**src/rtl/gcd_requester_if.sv**
```systemverilog
// Handshake bundle between the GCD requester, its operand source,
// its result sink and the subtractive GCD core.
`timescale 1ns/1ps
interface gcd_requester_if #(
  parameter int W = 16
) ();
  logic         in_valid;
  logic         in_ready;
  logic [W-1:0] in_a;
  logic [W-1:0] in_b;
  logic         core_start;
  logic [W-1:0] core_a;
  logic [W-1:0] core_b;
  logic         core_done;
  logic [W-1:0] core_gcd;
  logic         core_rst;
  logic         res_valid;
  logic         res_ready;
  logic [W-1:0] res_gcd;
  logic [W-1:0] res_a;
  logic [W-1:0] res_b;
  logic         res_timeout;

  // Requester side: drives the core and the result port.
  modport master (
    input  in_valid, in_a, in_b, core_done, core_gcd, res_ready,
    output in_ready, core_start, core_a, core_b, core_rst,
           res_valid, res_gcd, res_a, res_b, res_timeout
  );

  // Environment side: operand source, core and result sink.
  modport slave (
    output in_valid, in_a, in_b, core_done, core_gcd, res_ready,
    input  in_ready, core_start, core_a, core_b, core_rst,
           res_valid, res_gcd, res_a, res_b, res_timeout
  );
endinterface

```
**src/rtl/gcd_requester.sv**
```systemverilog
// Initiator for the subtractive GCD core: queues operand pairs, issues
// them one at a time, returns each result with its operands, and aborts
// a hung core through a dedicated core reset after TIMEOUT cycles.
//
// state     | meaning
// IDLE      | waiting for a queued pair and core_done low
// ISSUE     | core_start high for one cycle, watchdog cleared
// WAIT_DONE | counting cycles until core_done or watchdog expiry
// ABORT     | core_rst held high for two cycles
// RESULT    | res_valid held until accepted
// DRAIN     | waiting for the two-cycle core_done to fall
`timescale 1ns/1ps
module gcd_requester #(
  parameter int W       = 16,
  parameter int DEPTH   = 4,
  parameter int TIMEOUT = 70000
) (
  input  logic            clk,
  input  logic            rst,
  gcd_requester_if.master bus
);

  localparam int AW = $clog2(DEPTH);
  localparam int CW = AW + 1;
  localparam int TW = $clog2(TIMEOUT + 1);

  typedef enum logic [2:0] {IDLE, ISSUE, WAIT_DONE, RESULT, DRAIN, ABORT} state_t;

  state_t         state;
  logic [W-1:0]   fifo_a [DEPTH];
  logic [W-1:0]   fifo_b [DEPTH];
  logic [AW-1:0]  wr_ptr;
  logic [AW-1:0]  rd_ptr;
  logic [CW-1:0]  count;
  logic [CW-1:0]  count_nxt;
  logic           in_ready_q;
  logic           push;
  logic           pop;
  logic [TW-1:0]  wdog;
  logic           abort_cnt;
  logic           core_start_q;
  logic [W-1:0]   core_a_q;
  logic [W-1:0]   core_b_q;
  logic           core_rst_q;
  logic           res_valid_q;
  logic [W-1:0]   res_gcd_q;
  logic [W-1:0]   res_a_q;
  logic [W-1:0]   res_b_q;
  logic           res_timeout_q;

  assign push = bus.in_valid && in_ready_q;
  assign pop  = (state == IDLE) && (count != '0) && !bus.core_done;

  // Occupancy after this cycle's push/pop.
  always_comb begin
    count_nxt = count;
    case ({push, pop})
      2'b10:   count_nxt = count + CW'(1);
      2'b01:   count_nxt = count - CW'(1);
      default: count_nxt = count;
    endcase
  end

  // Operand storage; contents need no reset since count guards reads.
  always_ff @(posedge clk) begin
    if (push) begin
      fifo_a[wr_ptr] <= bus.in_a;
      fifo_b[wr_ptr] <= bus.in_b;
    end
  end

  // FIFO pointers, occupancy and registered ready.
  always_ff @(posedge clk or posedge rst) begin
    if (rst) begin
      wr_ptr     <= '0;
      rd_ptr     <= '0;
      count      <= '0;
      in_ready_q <= 1'b1;
    end else begin
      if (push) wr_ptr <= wr_ptr + AW'(1);
      if (pop)  rd_ptr <= rd_ptr + AW'(1);
      count      <= count_nxt;
      in_ready_q <= (count_nxt < CW'(DEPTH));
    end
  end

  // Sequencing FSM with all core and result outputs registered.
  always_ff @(posedge clk or posedge rst) begin
    if (rst) begin
      state         <= IDLE;
      wdog          <= '0;
      abort_cnt     <= 1'b0;
      core_start_q  <= 1'b0;
      core_a_q      <= '0;
      core_b_q      <= '0;
      core_rst_q    <= 1'b0;
      res_valid_q   <= 1'b0;
      res_gcd_q     <= '0;
      res_a_q       <= '0;
      res_b_q       <= '0;
      res_timeout_q <= 1'b0;
    end else begin
      case (state)
        IDLE: begin
          if (pop) begin
            core_a_q     <= fifo_a[rd_ptr];
            core_b_q     <= fifo_b[rd_ptr];
            res_a_q      <= fifo_a[rd_ptr];
            res_b_q      <= fifo_b[rd_ptr];
            core_start_q <= 1'b1;
            state        <= ISSUE;
          end
        end
        ISSUE: begin
          core_start_q <= 1'b0;
          wdog         <= '0;
          state        <= WAIT_DONE;
        end
        WAIT_DONE: begin
          wdog <= wdog + TW'(1);
          // done takes priority over a watchdog expiry in the same cycle
          if (bus.core_done) begin
            res_gcd_q     <= bus.core_gcd;
            res_timeout_q <= 1'b0;
            res_valid_q   <= 1'b1;
            state         <= RESULT;
          end else if (wdog == TW'(TIMEOUT - 1)) begin
            res_gcd_q     <= '0;
            res_timeout_q <= 1'b1;
            res_valid_q   <= 1'b1;
            core_rst_q    <= 1'b1;
            abort_cnt     <= 1'b0;
            state         <= ABORT;
          end
        end
        ABORT: begin
          // the timeout result is already offered and may be taken here
          if (res_valid_q && bus.res_ready) res_valid_q <= 1'b0;
          abort_cnt <= 1'b1;
          if (abort_cnt) begin
            core_rst_q <= 1'b0;
            state      <= RESULT;
          end
        end
        RESULT: begin
          if (!res_valid_q || bus.res_ready) begin
            res_valid_q <= 1'b0;
            state       <= DRAIN;
          end
        end
        DRAIN: begin
          if (!bus.core_done) state <= IDLE;
        end
        default: state <= IDLE;
      endcase
    end
  end

  assign bus.in_ready    = in_ready_q;
  assign bus.core_start  = core_start_q;
  assign bus.core_a      = core_a_q;
  assign bus.core_b      = core_b_q;
  assign bus.core_rst    = core_rst_q;
  assign bus.res_valid   = res_valid_q;
  assign bus.res_gcd     = res_gcd_q;
  assign bus.res_a       = res_a_q;
  assign bus.res_b       = res_b_q;
  assign bus.res_timeout = res_timeout_q;

endmodule

```
**src/flat_wrapper.sv**
```systemverilog
// flat-port wrapper written by rule: the top's interface ports become plain ports
module gcd_requester_flat 
#(
  parameter int W       = 16,
  parameter int DEPTH   = 4,
  parameter int TIMEOUT = 70000
)
  (clk, rst, bus_in_valid, bus_in_a, bus_in_b, bus_core_done, bus_core_gcd, bus_res_ready, bus_in_ready, bus_core_start, bus_core_a, bus_core_b, bus_core_rst, bus_res_valid, bus_res_gcd, bus_res_a, bus_res_b, bus_res_timeout);
  gcd_requester_if #(.W(W)) bus_i ();
  input  logic clk;
  input  logic rst;
  input wire logic [$bits(bus_i.in_valid)-1:0] bus_in_valid;
  input wire logic [$bits(bus_i.in_a)-1:0] bus_in_a;
  input wire logic [$bits(bus_i.in_b)-1:0] bus_in_b;
  input wire logic [$bits(bus_i.core_done)-1:0] bus_core_done;
  input wire logic [$bits(bus_i.core_gcd)-1:0] bus_core_gcd;
  input wire logic [$bits(bus_i.res_ready)-1:0] bus_res_ready;
  output wire logic [$bits(bus_i.in_ready)-1:0] bus_in_ready;
  output wire logic [$bits(bus_i.core_start)-1:0] bus_core_start;
  output wire logic [$bits(bus_i.core_a)-1:0] bus_core_a;
  output wire logic [$bits(bus_i.core_b)-1:0] bus_core_b;
  output wire logic [$bits(bus_i.core_rst)-1:0] bus_core_rst;
  output wire logic [$bits(bus_i.res_valid)-1:0] bus_res_valid;
  output wire logic [$bits(bus_i.res_gcd)-1:0] bus_res_gcd;
  output wire logic [$bits(bus_i.res_a)-1:0] bus_res_a;
  output wire logic [$bits(bus_i.res_b)-1:0] bus_res_b;
  output wire logic [$bits(bus_i.res_timeout)-1:0] bus_res_timeout;
  assign bus_i.in_valid = bus_in_valid;
  assign bus_i.in_a = bus_in_a;
  assign bus_i.in_b = bus_in_b;
  assign bus_i.core_done = bus_core_done;
  assign bus_i.core_gcd = bus_core_gcd;
  assign bus_i.res_ready = bus_res_ready;
  assign bus_in_ready = bus_i.in_ready;
  assign bus_core_start = bus_i.core_start;
  assign bus_core_a = bus_i.core_a;
  assign bus_core_b = bus_i.core_b;
  assign bus_core_rst = bus_i.core_rst;
  assign bus_res_valid = bus_i.res_valid;
  assign bus_res_gcd = bus_i.res_gcd;
  assign bus_res_a = bus_i.res_a;
  assign bus_res_b = bus_i.res_b;
  assign bus_res_timeout = bus_i.res_timeout;
  gcd_requester #(.W(W), .DEPTH(DEPTH), .TIMEOUT(TIMEOUT)) u_core (.clk(clk), .rst(rst), .bus(bus_i));
endmodule
```
**config.mk**
```make
export PLATFORM = sky130hd
export DESIGN_NAME = gcd_requester_flat
export DESIGN_NICKNAME = d
export VERILOG_FILES = /design/src/rtl/gcd_requester_if.sv /design/src/rtl/gcd_requester.sv /design/src/flat_wrapper.sv
export SDC_FILE = /design/constraint.sdc
export NUM_CORES = 1
export LEC_CHECK = 0
export CORE_MARGIN = 3
export CORE_UTILIZATION = 30
export DETAILED_ROUTE_END_ITERATION = 10
export PLACE_DENSITY_LB_ADDON = 0.2
export SLEW_MARGIN = 0
export SYNTH_ARGS = -nofsm -noshare
export SYNTH_HDL_FRONTEND = slang
export SYNTH_SLANG_ARGS = --single-unit
```
**constraint.sdc**
```tcl
create_clock -name clk -period 5.6 [get_ports clk]
set_clock_uncertainty 0.2 [all_clocks]
set_input_delay 1.12 -clock clk [delete_from_list [all_inputs] [get_ports clk]]
set_output_delay 1.12 -clock clk [all_outputs]
set_load 0.01 [all_outputs]
```
After elaboration in Yosys (flattened, before gate mapping)
Memory sizes are Yosys's and may differ from the RTL's. A register that Yosys moved wholly into a read port is not among the register bits.
Cells that the tools add are included.
{ "classes": {"add_sub_neg": 5, "mux": 27, "n_eq_ne": 16, "n_reduce_logical": 21, "magnitude_cmp": 1} }
{ "op_table": {"columns": ["operator", "count"], "rows": [
  ["17-bit one-hot mux with 2 select lines", 1],
  ["16-bit 2-to-1 mux", 2],
  ["3-bit 2-to-1 mux", 6],
  ["3-bit one-hot mux with 6 select lines", 1],
  ["17-bit by 1-bit adder with 17-bit output (second input constant)", 1],
  ["17-bit equality test (second input constant)", 1],
  ["1-bit 2-to-1 mux", 12],
  ["2-bit by 1-bit != test with 1-bit output (second input constant)", 5],
  ["4-bit AND reduction", 2],
  ["2-bit nonzero test", 4],
  ["3-bit by 2-bit equality test with 1-bit output (second input constant)", 2],
  ["3-bit equality test (second input constant)", 2],
  ["1-bit one-hot mux with 2 select lines", 3],
  ["3-bit one-hot mux with 2 select lines", 1],
  ["2-bit AND reduction", 3],
  ["3-bit nonzero test", 2],
  ["5-bit AND reduction", 1],
  ["2-bit by 1-bit adder with 2-bit output (second input constant)", 2],
  ["1-bit logical AND", 4],
  ["2-bit != test (second input constant)", 2],
  ["3-bit by 1-bit adder with 3-bit output (second input constant)", 1],
  ["3-bit by 1-bit equality test with 1-bit output (second input constant)", 1],
  ["3-bit zero test", 1],
  ["3-bit < comparator (second input constant)", 1],
  ["8 further kinds", 9]
]} }
{ "totals": {"elab_cells": 84, "input_bits": 53, "out_inout_bits": 85, "regBits": 49, "n_memories": 2, "mem_bits_rw": 128} }
{ "memory_table": {"columns": ["memory", "words", "word_bits", "read_ports", "rd_ports_with_merged_regs", "wr", "line", "source"], "rows": [
  ["u_core.fifo_a", 4, 16, 1, 1, 1, "gcd_requester.sv:30", "logic [W-1:0] fifo_a [DEPTH];"],
  ["u_core.fifo_b", 4, 16, 1, 1, 1, "gcd_requester.sv:31", "logic [W-1:0] fifo_b [DEPTH];"]
]} }

Longest topological paths before layout
Gate-level depths: netlist (run 1).
{ "logic_depth": {"ltp_word": 6, "depth_mapped": 11, "mapped_depth_nobuf": 8} }

Worst setup path after synthesis (run 1)
OpenSTA, ideal clock, no wires.
{ "synth_timing": {"path_kind": "input to register", "start": "in bus_core_done", "end": "reg u_core.count[1]", "t_arrival_ns": 2.908, "n_path_buf": 3, "setup_ns": 0.125, "path_stages": 8, "required_ns": 5.275, "slack_ns": 2.367, "cell_sequence": "clkbuf_1 -> nor4_1 -> o31a_1 -> buf_2 -> buf_2 -> ha_1 -> fa_1 -> mux2_2"} }
{ "synth_between": {"elab_chain_len": 4, "elab_cells_between_ends": 5, "cone_classes": "eq/ne (2); mux (1); reduce/logical (2)"} }
{ "synth_lines": {"columns": ["element", "line", "source"], "rows": [
  ["from (decl)", "flat_wrapper.sv:15", "input wire logic [$bits(bus_i.core_done)-1:0] bus_core_done;"],
  ["1-bit zero test (*)", "gcd_requester.sv:52", "assign pop = (state == IDLE) && (count != '0) && !bus.core_done;"],
  ["1-bit logical AND (*)", "gcd_requester.sv:52", null],
  ["net u_core.pop", "gcd_requester.sv:38", "logic pop;"],
  ["2-bit by 1-bit equality test with 1-bit output or 2-bit equality test (tied branches)", "gcd_requester.sv:57", "case ({push, pop})"],
  ["3-bit one-hot mux with 2 select lines (*)", "gcd_requester.sv:57", null],
  ["to (signal assigned)", "gcd_requester.sv:82", "count <= count_nxt;"],
  ["to (decl)", "gcd_requester.sv:34", "logic [CW-1:0] count;"]
]} }
The timed path passes the listed nets; every way through them passes the cells marked *.
A chain may end at the register's enable or synchronous reset.

Final worst setup path (run 1)
{ "layout_timing": {"start": "reg u_core.in_ready_q, in the netlist u_core.bus.in_ready", "end": "out bus_in_ready"} }
{ "layout_rtl": {"columns": ["element", "line", "source"], "rows": [
  ["from (decl)", "gcd_requester.sv:36", "logic in_ready_q;"],
  ["from (signal assigned)", "gcd_requester.sv:83", "in_ready_q <= (count_nxt < CW'(DEPTH));"],
  ["to (decl)", "flat_wrapper.sv:18", "output wire logic [$bits(bus_i.in_ready)-1:0] bus_in_ready;"]
]} }
No word-level cell between the ends.

==> results of run 1 <==
area by class of cell:
cell class,instances,area (µm²),share of cell area (%)
tap,372,465,4.36
timing repair buffer,139,1390,13.0
inverter,6,25.0,0.234
clock buffer,32,629,5.89
multi-input combinational,239,2160,20.2
clock inverter,10,144,1.35
sequential,209,5870,55.0
through the flow:
| stage | instance area, µm² | util, % | worst slack [ns] | total power [mW] |
|---|---|---|---|---|
| 4_1_cts | 10700 | 39.2 | 2.60 | 5.82 |
| 6_report | 10700 | 39.2 | 2.65 | 5.71 |
| 3_5_place_dp | 9900 | 36.3 | 2.12 | 4.26 |
| 5_1_grt | 10700 | 39.2 | 2.54 | 6.04 |
| 3_3_place_gp | 9900 | 36.3 | 2.21 | 4.22 |
| 2_1_floorplan | 8400 | - | 2.20 | 3.49 |
routing by layer:
| metal | track usage, % | routed length [µm] | vias to the layer above |
|---|---|---|---|
| met3 | 3.22 | 1170 | 25 |
| met2 | 18.4 | 8060 | 151 |
| met1 | 15.8 | 7940 | 2342 |
| met5 | 0 | 9 | - |
| met4 | 2.26 | 296 | 2 |
| li1 | - | - | 2114 |
sequential cells by signal, summed over array words and instances (netlist names), named ones only:
signal	flops
u_core.fifo_a	64
u_core.fifo_b	64
u_core.wdog	17
u_core.bus.core_a	16
u_core.bus.core_b	16
u_core.bus.res_gcd	16
u_core.state	3
u_core.count	2
u_core.rd_ptr	2
u_core.wr_ptr	2
u_core.abort_cnt	1
u_core.bus.core_rst	1
u_core.bus.core_start	1
u_core.bus.in_ready	1
u_core.bus.res_timeout	1
u_core.bus.res_valid	1
power by group through the flow:
stage	logic, mW	clock network [mW]	registers, mW
global placement	1.84	0	2.38
finish	1.83	1.53	2.36
CTS	1.87	1.58	2.37
detailed placement	1.87	0	2.40
global route	1.99	1.64	2.42
floorplan	1.16	0	2.33
synthesized netlist by cell type, types with 2 or more instances:
library cell    n
edfxtp_1      128
o31ai_1         3
xnor2_1         4
buf_2          12
o21a_1          2
dfrtp_1        80
nand4_1         5
mux2i_1         6
ha_1            6
mux4_2         32
nand2_1        50
and3_1          7
nand3b_1        2
o211ai_1        4
clkbuf_1        9
mux2_2         34
nand3_1        12
nor2b_1         3
xor2_1          4
a21oi_1         2
or4_1           2
a22o_1          3
buf_6           2
o21ai_0        28
inv_1           6
nor3_1          3
and2_1          3
buf_4          32
nor2_1          8
cell families after synthesis:
group	Yosys count	synth area share [%]
adder cells (fa/ha/maj)	7	1.13
flip-flops	209	69.9
buffers and inverters	63	4.62
multiplexers	72	13.8
AND/OR/NAND/NOR	104	6.21
AO/OA/AOI/OAI	48	3.50
XOR/XNOR	8	0.834
cell usage in the layout, fill, tap and decap left out, types with 4 or more instances in the layout:
cell               n
clkdlybuf4s50_1  137
edfxtp_1         128
dfrtp_1           78
nand2_1           50
mux2_2            34
mux4_2            32
o21ai_0           28
clkbuf_16         23
nand3_1           12
nor2_1             8
clkbuf_1           7
mux2i_1            6
ha_1               6
nand4_1            5
inv_1              5
xnor2_1            4
xor2_1             4
o211ai_1           4
and3_2             4
how the worst max path moves through the flow:
stage                     cells after the start                start  slack (ns)                         end
final                                         1  u_core.bus.in_ready        2.65                bus_in_ready
after global routing                          5        bus_core_done        2.54       u_core.bus.core_b[13]
after CTS                                     1  u_core.bus.in_ready        2.60                bus_in_ready
after detailed placement                      5        bus_core_done        2.12        u_core.bus.core_b[8]
after global placement                        5        bus_core_done        2.21        u_core.bus.core_b[2]
after floorplan                               1                  rst        2.20  asynchronous set/reset pin
worst reg2reg max path, stage by stage (launching register included):
cell and delay [ns]:
dfrtp_1 0.49, or3b_1 0.70, nor3_2 0.71, o21ai_0 0.24
==> results_dict.tcl, run 1 <==
set metrics [dict create \
    pin_count 138 \
    cts.path.max_buffers 3 \
    hp-class "register to register" \
    r2r-end "u_core.bus.res_gcd[3]" \
    fin_crit_ns 2.95 \
    grt_max_degree 82 \
    initial_core_util_pct 30.8 \
    syn2layout_area_growth_pct 27.1 \
    synth-seq-area-share_pct 69.9 \
    clk_latency_ns 0.51 \
    cts_resized 0 \
    setup_viol 0 \
    cts_tree "yes" \
    wire_per_inst_um 17.3 \
    fmax_ghz 0.339 \
    synthesis.nets 571 \
    drcViolationCount 0 \
    synth_cell_types 48 \
    worstHoldEndpoint "u_core.bus.core_rst" \
    leakagePower_nw 3.85 \
    crit_type "register to primary output" \
    synth_top_area_share_pct 45.7 \
    worstMarginPinSlew_ns 1.06 \
    antenna_found_initial 1 \
    syn_avg_cell_area_um2 16.4 \
    seqPwrFrac_pct 41.3 \
    io_buffers 137 \
    grt_overflow 0 \
    run_status "finished clean" \
    worstPathRequired_ns 4.28 \
    min_from "u_core.bus.core_rst" \
    htree_levels 1 \
    cap_violations 0 \
    instances_no_fill 1007 \
    drive_gt1_share_pct 18.0 \
    synth-async-reset-ratio_pct 38.8 \
    ant_nets 0 \
    fin_tns_setup_ns 0 \
    switching_share_pct 29.5 \
    cts_buffers 23 \
    r2r_start "u_core.state[0]" \
    rsz0062_at_grt "no" \
    synth_area_leaders "edfxtp_1 (46%), dfrtp_1 (24%), mux4_2 (8.6%)" \
    netlist_area_um2 8400 \
    syn_inst 511 \
    period_share_pct 52.6 \
    powerDensity_nw_per_um2 535 \
    start_kind "register" \
    fp.dieH_um 173 \
    cts_hold_buf 0 \
    place.gp.congestion 0.739 \
    worstHoldPathCells 2 \
    routed_wl_um 17500 \
    cp_cell_sequence "clkdlybuf4s50_1" \
    dpl.cell_count 965 \
    hold_ws_ns 0.278 \
    p_int_mw 4.03 \
    fp.coreArea_um2 27300 \
    grt_first_pass_wirelength_um 27800 \
    cts_setup_buffers 0 \
    dp_hpwl_um 10700 \
    final_hold_viol_count 0 \
    cpPeakStageDelay_ns 0.56 \
    rr_worst_depth 3 \
    pwr-share-clk_pct 26.7 \
    cp.arrival_ns 1.63 \
    cp_num_buf_inv 1 \
    slowest_stage "dfstp_2" \
    power_frac_comb_pct 32.0 \
    cp_max_fo 6 \
    antenna_cells 0 \
    die_area_um2 30100 \
    drt-vias-per-instance 4.60 \
    synth_seq_cells 209 \
    path_clk_slew_ns 0.06 \
    slew_headroom_pct 29.1 \
    track_usage_pct 11.5 \
    yosysWarnings 0 \
    num_rows 60 \
    drt-initial-drc-count 277 \
    clock-sinks 209 \
    grt_pass1_vias 4865 \
    netSwitchingPower_mw 1.69 \
    critPathTopFamily "flip-flops" \
    synth_edf_count 128 \
    vias 4634 \
    fill_cells 2490 \
    ir_worst_vdd_mv 0.249 \
    nNetsFinal 678 \
    firstDrtPassIters 4 \
    end_kind "primary output" \
    r2r_slack_ns 3.11 \
    cts.root.buffer_cell "clkbuf_16" \
    drv_slew 0 \
    synth_top_area_cell "edfxtp_1" \
    synth_top_flop_cell "edfxtp_1" \
    die_w_um 173 \
]
Note: power is estimated with default switching activity, not from simulation.
==> run 2, diff against run 1 <==
==> constraint.sdc (replaced) <==
create_clock -name clk -period 2.5 [get_ports clk]
set_clock_uncertainty 0.2 [all_clocks]
set_input_delay 0.5 -clock clk [delete_from_list [all_inputs] [get_ports clk]]
set_output_delay 0.5 -clock clk [all_outputs]
set_load 0.01 [all_outputs]
==> results_dict.tcl, run 2 (synthesis gave the netlist of run 1 again) <==
set metrics [dict create \
    run_status "finished clean" \
    clock-sinks 209 \
    endpoint "bus_in_ready" \
    place.gp.congestion 0.782 \
    pin_count 138 \
    grt_first_pass_wirelength_um 29200 \
    startpoint "u_core.bus.in_ready" \
    cts_buffers 23 \
    cts_setup_buffers 0 \
    wire_per_inst_um 17.7 \
    routed_wl_um 18300 \
    rsz0062_at_grt "no" \
    drv_slew 0 \
    top_layer_used "met5" \
    end_kind "primary output" \
    reg_top3 "u_core.fifo_a: 64 flops, u_core.fifo_b: 64 flops, u_core.wdog: 17 flops" \
    cp_max_fo 6 \
    powerDensity_nw_per_um2 1210 \
    drt-vias-per-instance 4.58 \
    wl_met2_um 9030 \
    start_kind "register" \
    slew_headroom_pct 61.5 \
    fin_crit_ns 2.36 \
    grt_pass1_vias 5105 \
    layout_commonest_cell "clkdlybuf4s50_1" \
    fp.coreArea_um2 27300 \
    cpPeakStageDelay_ns 0.59 \
    track_usage_pct 12.1 \
    antenna_found_initial 2 \
    leakagePower_nw 4.02 \
    firstDrtPassIters 4 \
    drive_gt1_share_pct 21.0 \
    hp-class "input port to asynchronous set/reset pin" \
    dpl.cell_count 987 \
    r2r_slack_ns 0.22 \
    nNetsFinal 700 \
    syn2layout_area_growth_pct 30.9 \
    ir_worst_vdd_mv 0.611 \
    rr_worst_depth 5 \
    drcViolationCount 0 \
    grt_overflow 0 \
    ant_nets 0 \
    clk_latency_ns 0.50 \
    cap_violations 0 \
    crit_type "register to primary output" \
    critPathTopFamily "flip-flops" \
    cp.depth 1 \
    antenna_cells 0 \
    worstPathRequired_ns 1.80 \
    cp_cell_sequence "clkdlybuf4s50_1" \
    period_share_pct 94.2 \
    dp_hpwl_um 12000 \
    num_rows 60 \
    instances_no_fill 1029 \
    cp_num_buf_inv 1 \
    cts_hold_buf 0 \
    final_hold_viol_count 0 \
    die_w_um 173 \
    die_area_um2 30100 \
    r2r_start "u_core.wdog[0]" \
    htree_levels 1 \
    io_buffers 137 \
    drt-initial-drc-count 326 \
    grt_max_degree 27 \
    met1_length_um 7560 \
    cts_resized 0 \
    most-common-layout-cells "clkdlybuf4s50_1 (137), edfxtp_1 (128), dfrtp_1 (78), nand2_1 (50), mux2_2 (34)" \
    cts.root.buffer_cell "clkbuf_16" \
    worstMarginPinSlew_ns 0.578 \
    cp.arrival_ns 1.66 \
    fp.dieH_um 173 \
    hold_ws_ns 0.209 \
    cts_tree "yes" \
    setup_viol 0 \
    path_clk_slew_ns 0.06 \
    fmax_ghz 0.424 \
    r2r-end "u_core.abort_cnt" \
    slowest_stage "dfstp_2" \
    fill_cells 2465 \
    vias 4714 \
    cts.path.max_buffers 3 \
    initial_core_util_pct 30.8 \
    final_util_pct 40.4 \
    wl_met3_um 1190 \
]
run 2: cell count changes in the layout (fill, tap and decap cells not counted), sizes merged:
cell | previous run | this run
buf | 2 | 24
bufinv | 3 | 5
clkinv | 5 | 3
clkinvlp | 1 | 2
inv | 7 | 6
run 2: worst min path at each step:
| stage | slack [ns] | endpoint | cells after the start | from |
|---|---|---|---|---|
| 4_1_cts | 0.22 | u_core.bus.core_b[2] | 2 | rst |
| 2_1_floorplan | 0.25 | u_core.wdog[16] | 1 | u_core.wdog[16] |
| 3_5_place_dp | 0.26 | u_core.bus.core_rst | 2 | u_core.bus.core_rst |
| 5_1_grt | 0.25 | u_core.bus.res_gcd[7] | 2 | rst |
| 6_report | 0.21 | u_core.bus.core_b[2] | 2 | rst |
| 3_3_place_gp | 0.25 | u_core.bus.core_rst | 2 | u_core.bus.core_rst |
run 2: per-layer routing:
layer | up-vias | GRT usage [%]
met1 | 2367 | 15.1
met4 | 4 | 3.04
met3 | 38 | 3.24
met2 | 154 | 21.0
met5 | - | 0
li1 | 2151 | -
run 2: layout make-up:
cell class	count	area [µm²]	share of cell area, %
sequential	209	5870	53.4
clock inverter	10	179	1.63
multi-input combinational	239	2160	19.6
clock buffer	32	649	5.90
timing repair buffer	161	1650	15.0
tap	372	465	4.23
inverter	6	26.3	0.239
run 2: per-stage QoR:
stage,instance area (µm²),TNS (ns),power [mW],setup WS [ns]
6_report,11000,0,13.3,0.144
5_1_grt,11000,0,14.0,0.0737
4_1_cts,11000,0,13.5,0.0829
3_5_place_dp,10200,-8.19,9.80,-0.378
3_3_place_gp,10200,-7.31,9.68,-0.339
2_1_floorplan,8420,0,7.82,0.0172
run 2: power by group:
part / internal, mW / switching [mW]
registers: 4.57 / 0.633
logic: 2.54 / 1.88
clock network: 2.33 / 1.31
total: 9.44 / 3.82
